<file path="config.mk">
export PLATFORM = sky130hd
export DESIGN_NAME = cut_sweep_ctrl
export DESIGN_NICKNAME = d
export VERILOG_FILES = /design/src/rtl/cut_sweep_pkg.sv /design/src/rtl/rr_arbiter.sv /design/src/rtl/cut_sweep_ctrl.sv
export SDC_FILE = /design/constraint.sdc
export NUM_CORES = 1
export LEC_CHECK = 0
export CORE_MARGIN = 5
export CORE_UTILIZATION = 45
export CTS_CLUSTER_SIZE = 28
export DETAILED_ROUTE_END_ITERATION = 6
export PLACE_DENSITY = 0.79
export SLEW_MARGIN = 5
export SYNTH_ARGS = -nofsm -noshare
export SYNTH_HDL_FRONTEND = slang
export SYNTH_HIERARCHICAL = 1
export SYNTH_SLANG_ARGS = --single-unit
</file>
<file path="constraint.sdc">
create_clock -name CK -period 1.3 [get_ports CK]
set_input_delay 0.26 -clock CK [delete_from_list [all_inputs] [get_ports CK]]
set_output_delay 0.26 -clock CK [all_outputs]
set_load 0.01 [all_outputs]
</file>
<file path="src/rtl/cut_sweep_pkg.sv">
// Shared types and sizing helpers for the CUT sweep controller.
package cut_sweep_pkg;

  typedef enum logic [2:0] {
    S_IDLE   = 3'd0,
    S_DRIVE  = 3'd1,
    S_WAIT   = 3'd2,
    S_SAMPLE = 3'd3,
    S_REPORT = 3'd4
  } sweep_state_t;

  // Each pass is a 0 vector followed by a 1 vector.
  function automatic int sweep_vectors(input int npass);
    return 2 * npass;
  endfunction

  function automatic int idx_width(input int n);
    return (n > 1) ? $clog2(n) : 1;
  endfunction

endpackage

</file>
<file path="src/rtl/rr_arbiter.sv">
// Round-robin picker: lowest requesting index at or after the pointer, wrapping.
// The winner is latched on i_grant; i_advance moves the pointer just past it.
module rr_arbiter
  import cut_sweep_pkg::*;
#(
  parameter int NREQ = 2
) (
  input  logic            clk,
  input  logic            srst,
  input  logic [NREQ-1:0] i_req,
  input  logic            i_grant,
  input  logic            i_advance,
  output logic [NREQ-1:0] o_pick,
  output logic            o_valid
);

  localparam int IW = idx_width(NREQ);

  logic [IW-1:0] r_ptr;
  logic [IW-1:0] r_win;
  logic [IW-1:0] w_hi_idx;
  logic [IW-1:0] w_lo_idx;
  logic [IW-1:0] w_pick_idx;
  logic          w_hi_found;

  // Descending scan leaves the lowest set index overall and the lowest one at/after the pointer.
  always_comb begin
    w_hi_found = 1'b0;
    w_hi_idx   = '0;
    w_lo_idx   = '0;
    for (int i = NREQ - 1; i >= 0; i--) begin
      if (i_req[i]) begin
        w_lo_idx = IW'(i);
        if (i >= int'(r_ptr)) begin
          w_hi_found = 1'b1;
          w_hi_idx   = IW'(i);
        end
      end
    end
    w_pick_idx = w_hi_found ? w_hi_idx : w_lo_idx;
  end

  assign o_valid = |i_req;
  assign o_pick  = o_valid ? (NREQ'(1) << w_pick_idx) : '0;

  always_ff @(posedge clk) begin
    if (srst) begin
      r_ptr <= '0;
      r_win <= '0;
    end else begin
      if (i_grant) begin
        r_win <= w_pick_idx;
      end
      if (i_advance) begin
        r_ptr <= (r_win == IW'(NREQ - 1)) ? '0 : r_win + 1'b1;
      end
    end
  end

endmodule

</file>
<file path="src/rtl/cut_sweep_ctrl.sv">
// Grants the buffer cell under test to one requester at a time, drives an
// alternating 0/1 sweep onto it and reports the saturating mismatch count.
module cut_sweep_ctrl
  import cut_sweep_pkg::*;
#(
  parameter int NREQ   = 2,
  parameter int NPASS  = 2,
  parameter int SETTLE = 2,
  parameter int ERRW   = 4
) (
  input  logic            CK,
  input  logic            RST,
  input  logic [NREQ-1:0] REQ,
  output logic [NREQ-1:0] GNT,
  output logic            BUSY,
  output logic            DONE,
  output logic            PASS,
  output logic [ERRW-1:0] ERRCNT,
  output logic            CUT_A,
  input  logic            CUT_X
);

  localparam int V  = sweep_vectors(NPASS);
  localparam int VW = idx_width(V);
  localparam int CW = $clog2(SETTLE + 1);

  sweep_state_t    r_state;
  sweep_state_t    w_state_next;
  logic [NREQ-1:0] r_gnt;
  logic            r_cut_a;
  logic [ERRW-1:0] r_err;
  logic [VW-1:0]   r_idx;
  logic [CW-1:0]   r_cnt;

  logic            w_grant;
  logic            w_advance;
  logic            w_abort;
  logic            w_last_vec;
  logic [NREQ-1:0] w_pick;
  logic            w_arb_valid;

  rr_arbiter #(
    .NREQ(NREQ)
  ) u_arb (
    .clk      (CK),
    .srst     (RST),
    .i_req    (REQ),
    .i_grant  (w_grant),
    .i_advance(w_advance),
    .o_pick   (w_pick),
    .o_valid  (w_arb_valid)
  );

  // Only the granted requester can cancel a running sweep; others wait for IDLE.
  assign w_abort = ((r_state == S_DRIVE) || (r_state == S_WAIT) || (r_state == S_SAMPLE))
                   && !(|(REQ & r_gnt));
  assign w_last_vec = (r_idx == VW'(V - 1));

  always_ff @(posedge CK) begin
    if (RST) begin
      r_state <= S_IDLE;
    end else begin
      r_state <= w_state_next;
    end
  end

  always_comb begin
    w_state_next = r_state;
    w_grant      = 1'b0;
    w_advance    = 1'b0;
    case (r_state)
      S_IDLE: begin
        if (w_arb_valid) begin
          w_state_next = S_DRIVE;
          w_grant      = 1'b1;
        end
      end
      S_DRIVE:  w_state_next = S_WAIT;
      S_WAIT: begin
        if (r_cnt == CW'(1)) begin
          w_state_next = S_SAMPLE;
        end
      end
      S_SAMPLE: w_state_next = w_last_vec ? S_REPORT : S_DRIVE;
      S_REPORT: begin
        w_state_next = S_IDLE;
        w_advance    = 1'b1;
      end
      default:  w_state_next = S_IDLE;
    endcase
    if (w_abort) begin
      w_state_next = S_IDLE;
      w_advance    = 1'b1;
    end
  end

  always_ff @(posedge CK) begin
    if (RST) begin
      r_gnt   <= '0;
      r_cut_a <= 1'b0;
      r_err   <= '0;
      r_idx   <= '0;
      r_cnt   <= '0;
    end else if (w_abort) begin
      // ERRCNT deliberately keeps the partial count of the cancelled sweep.
      r_gnt   <= '0;
      r_cut_a <= 1'b0;
    end else begin
      case (r_state)
        S_IDLE: begin
          if (w_grant) begin
            r_gnt <= w_pick;
            r_err <= '0;
            r_idx <= '0;
          end
        end
        S_DRIVE: begin
          r_cut_a <= r_idx[0];
          r_cnt   <= CW'(SETTLE);
        end
        S_WAIT: r_cnt <= r_cnt - 1'b1;
        S_SAMPLE: begin
          if ((CUT_X != r_cut_a) && (r_err != '1)) begin
            r_err <= r_err + 1'b1;
          end
          if (!w_last_vec) begin
            r_idx <= r_idx + 1'b1;
          end
        end
        S_REPORT: begin
          r_gnt   <= '0;
          r_cut_a <= 1'b0;
        end
        default: ;
      endcase
    end
  end

  assign GNT    = r_gnt;
  assign BUSY   = (r_state != S_IDLE);
  assign DONE   = (r_state == S_REPORT);
  assign PASS   = DONE && (r_err == '0);
  assign ERRCNT = r_err;
  assign CUT_A  = r_cut_a;

endmodule

</file>
Word level (Yosys, flattened, before mapping)
Cells that the tools add are included.
Operators by class
  add/subtract/negate cells: 4
  magnitude comparators: 1
  equal/unequal tests: 13
  shifts and indexed selects: 1
  mux-type cells: 27
  bitwise gates (word level): 2
  reductions and logical operators: 21
Operators by type and width (count)
  $mux W1: 12
  $pmux W2 S2: 3
  $pmux W3 S4: 1
  $mux W3: 3
  $mux W2: 4
  $mux W4: 2
  $ne A2 B1 Y1 const B: 4
  $pmux W4 S2: 1
  $reduce_and A4 Y1: 2
  $reduce_bool A2 Y1: 4
  $eq A3 B2 Y1 const B: 2
  $reduce_and A2 Y1: 3
  $reduce_or A2 Y1: 3
  $add A4 B1 Y4 const B: 1
  $logic_not A4 Y1: 1
  $ne A4 B4 Y1 const B: 1
  $eq A3 B1 Y1 const B: 1
  $eq A3 B3 Y1 const B: 1
  $logic_and A1 B1 Y1: 3
  $logic_not A3 Y1: 1
  $reduce_bool A3 Y1: 1
  $add A2 B1 Y2 const B: 1
  $and A2 B2 Y2: 1
  $eq A2 B1 Y1 const B: 1
  other kinds (11): 12
Storage, ports and cells
  bits in registers: 16
  bits of input ports: 5

Logic depth before layout (Yosys ltp)
  word-level depth: 8
  gate-level depth with buffers: 5
  depth with buffers taken out: 5

Cells and area by module
The synthesis kept the hierarchy.
By module, submodules not included
  cut_sweep_ctrl: instances 1, cells an instance 94, area an instance 820.8 µm², seq. area each 280.3 µm²
  rr_arbiter: instances 1, cells an instance 12, area an instance 106.4 µm², seq. area each 40.0 µm²

Worst setup path before layout
OpenSTA, ideal clock, no wires.
  kind: flip-flop to flip-flop
  start point: register r_err[0], in the netlist ERRCNT[0]
  end point: register r_err[3], in the netlist ERRCNT[3]
  setup time: 0.074 ns
  data arrival time: 1.387 ns
  data required time: 1.226 ns
  slack: -0.161 ns
  cell stages (with the launch flop): 6
  period minus slack after synthesis: 1.461 ns
  cells stage by stage: dfxtp_1 > ha_1 > and3_1 > nor4b_4 > a41oi_1 > a31oi_1
On the way
  cells in the longest elaborated chain, start to end: 4
  elaborated cells between the ends (all ways): 7
  those cells by class: add/sub: 1; eq/ne: 2; mux: 2; reduce/logical: 2
Ends and longest elaborated chain
  start, declared: RTL line cut_sweep_ctrl.sv:31  | logic [ERRW-1:0] r_err;
  start signal, assigned: RTL line cut_sweep_ctrl.sv:124  | r_err <= r_err + 1'b1;
  parallel branches: the longest is 4 deep, another holds $add A4 B1 Y4
Parallel ways; which one is timed is not known. The select of a mux whose other input is x is not followed.
A chain may end at the register's enable or synchronous reset.

Final worst setup path
  start point: register r_state[0]
  end point: register r_idx[1]
On the way
  elaborated cells between the ends (all ways): 14
  those cells by class: eq/ne: 5; mux: 2; bitwise: 1; reduce/logical: 6
RTL lines
  start, declared: RTL line cut_sweep_ctrl.sv:27  | sweep_state_t r_state;
  start signal, assigned: RTL line cut_sweep_ctrl.sv:63  | r_state <= w_state_next;
  $logic_not A3 Y1: RTL line cut_sweep_ctrl.sv:71  | case (r_state)
  $mux W1: RTL line cut_sweep_ctrl.sv:71
  named net w_grant: RTL line cut_sweep_ctrl.sv:35  | logic w_grant;
  $ne A2 B1 Y1 (no line)
  $reduce_and A4 Y1 (no line)
  end signal, assigned: RTL line cut_sweep_ctrl.sv:127  | r_idx <= r_idx + 1'b1;
  end, declared: RTL line cut_sweep_ctrl.sv:32  | logic [VW-1:0] r_idx;
The timed path passes the listed nets, and every way through them passes these cells.

==> impl_metrics.toml <==
[synth]
yosysMostFrequentCell = "dfxtp_1"
ys_seq_area_share_pct = 34.5
synthCells = 106
syn-num-nets = 115
ys_ff_latch = 16
syn_avg_cell_area_um2 = 8.75
synth_common_cells = "dfxtp_1, a21oi_1, nor2_1"
synthArstFlopShare_pct = 0
yosys_warnings = 6
synth.largest_area_cell = "dfxtp_1"
yosysTopAreaCellShare_pct = 34.5
synth-edff-count = 0
synthFlopType = "dfxtp_1"
syn-cell-area_um2 = 927
synthTopCellsByArea = "dfxtp_1, ha_1, a21oi_1"
yosysUniqueCellTypes = 44

[placement]
pre_cts_ws_ps = -521
placed_area_um2 = 1320
place.port_buffers = 14
routabilityCongestion = 0.845
dpl.hpwl_mm = 1.83

[global_routing]
track_usage_pct = 18.9
grt_use_met3_pct = 4.90
grt_util_met1_pct = 19.7
grt_pass1_wl_mm = 4.72
antenna_found_initial = 0
grt_max_degree = 10
grt-ovfl-total = 0
grtUsageMet2_pct = 36.1
grt_pass1_vias = 1084
top_usage_layer = "met2"

[sta]
fin_skew_ps = 2.85
setup_viol = 14
maxSlewHeadroom_pct = 76.5
finalHoldViolCount = 0
slew_violations = 0
tns_ps = -3160
fmax_mhz = 614
fin_crit_sh_pct = 125
holdWs_ps = 472
rsz0062_at_grt = "yes"
period_needed_ps = 1630
worst_pin_slew_ps = 351
fin_ws_ps = -329

[job]
maxCapViolations = 0

[cells_and_area]
antenna_cells = 0
multiInputGateArea_um2 = 722
regArea_um2 = 330
postLayoutCoreUtil_pct = 82.5
fillers = 120
drive_above_1_share_pct = 54.0
nets = 171
finalInstanceArea_um2 = 1620
area_growth_pct = 74.5

[critical_path]
worstPathRequired_ps = 1480
worstPathArrival_ps = 1810
crit_buf_inv = 5
crit_path_max_incr_delay_ps = 350
critPathCaptureType = "flip-flop"
critPathTopFamily = "buffers and inverters"
critPathSlowestCell = "dfxtp_2"
crit_top_cell = "buf_6"
cp-start-kind = "flip-flop"
path_max_fanout = 3
worstPathCellList = "buf_6 -> buf_6 -> buf_6 -> nor4b_4 -> buf_4 -> buf_6 -> nor2b_1 -> o21ai_1 -> a21oi_1"
criticalPathCategory = "flip-flop to flip-flop"

[routing]
first_pass_iters = 4
drtAntennaViolNets = 0
wl_per_cell_um = 18.3
num_vias = 1075
routed_via_density = 5.72
drc_errors = 0
routed_wl_mm = 3.43
drt_iter0_drc = 30

[clock_tree]
cts_buffer_depth = 2
clk_pin_slew_worst_paths_ps = 90
cts_sinks = 16
clk_latency_ps = 290
htreeDepth = 1
cts_buffers = 3
postCtsHoldBufs = 0
root_buffer = "clkbuf_4"
cts_tree = "yes"

[die]
io_pins = 15
core_um2 = 1960
die-area_um2 = 3070
start_util_pct = 47.3
rows = 16
die_w_um = 55.4
die_height_um = 55.4

[outcome]
violations = "setup timing"
status = "finished, violations left"

[hold_path]
min_path_type = "flip-flop to flip-flop"

[power]
power_density_nw_per_um2 = 1520
p_leak_nw = 0.698
vdd_drop_max_uv = 1420
## logic make-up after synthesis
group                      after synthesis  synth area share (%)
xor gates and xnor gates                 2                  1.89
and+or+nand+nor                         47                  32.8
AOI/OAI and AO/OA                       28                  20.8
adders and majority gates                4                  5.40
muxes                                    1                  1.08
buffers and inverters                    8                  3.51
DFF                                     16                  34.5
## cell type report
cell class / count / area share (%)
clock buffer: 4 / 2.24
multi-input combinational: 82 / 44.6
inverter: 4 / 0.928
timing repair buffer: 55 / 29.7
tap: 27 / 2.09
sequential: 16 / 20.4
## final timing paths
path	startpoint	to	slack, ps	depth (start not counted)
worst min-delay path	r_cnt[1]$_SDFFE_PP0P_	r_cnt[1]$_SDFFE_PP0P_	470	1
worst min register to register	r_cnt[1]$_SDFFE_PP0P_	r_cnt[1]$_SDFFE_PP0P_	470	1
worst max register to register	r_state[0]$_SDFFE_PP0P_	r_idx[1]$_SDFFE_PP0P_	-330	9
worst max-delay path	r_state[0]$_SDFFE_PP0P_	r_idx[1]$_SDFFE_PP0P_	-330	9
## layout by cell type, fill, tap and decap left out, types with 3 or more instances in the layout
cell,count
a21oi_1,6
buf_4,25
buf_6,18
clkbuf_2,4
clkbuf_4,3
dfxtp_1,10
dfxtp_2,5
dlygate4sd2_1,4
ha_1,3
inv_1,4
nand2_1,4
nand2b_1,5
nor2_1,7
o21ai_1,3
## power breakdown
| group | total [mW] | internal (mW) | switching (mW) |
|---|---|---|---|
| Clock | 0.327 | 0.171 | 0.156 |
| Sequential | 0.641 | 0.576 | 0.0656 |
| Combinational | 1.49 | 0.803 | 0.691 |
## metrics by stage
step | instances | total power [mW]
finish | 188 | 2.46
detailed placement | 172 | 1.57
global placement | 172 | 1.55
floorplan | 106 | 1.13
CTS | 182 | 2.13
global route | 188 | 2.57
## routing by layer
| layer | share of wire [%] | vias to the layer above |
|---|---|---|
| li1 | - | 491 |
| met1 | 37 | 516 |
| met2 | 53 | 51 |
| met3 | 6.3 | 17 |
| met4 | 4.0 | 0 |
| met5 | 0 | - |
## sequential cells by signal, summed over array words and instances (netlist names)
name	cells
r_cnt	2
r_state	3
GNT	2
CUT_A	1
r_idx	2
u_arb/r_ptr	1
ERRCNT	4
u_arb/r_win	1
## repair_timing
| item | in CTS | in global routing |
|---|---|---|
| endpoints found under the setup margin | 25 | 20 |
| pin swaps | 14 | 22 |
| resized for setup | 52 | 28 |
| buffers inserted | 6 | 8 |
| cloned | 0 | 0 |
Note: power is estimated with default switching activity, not from simulation.
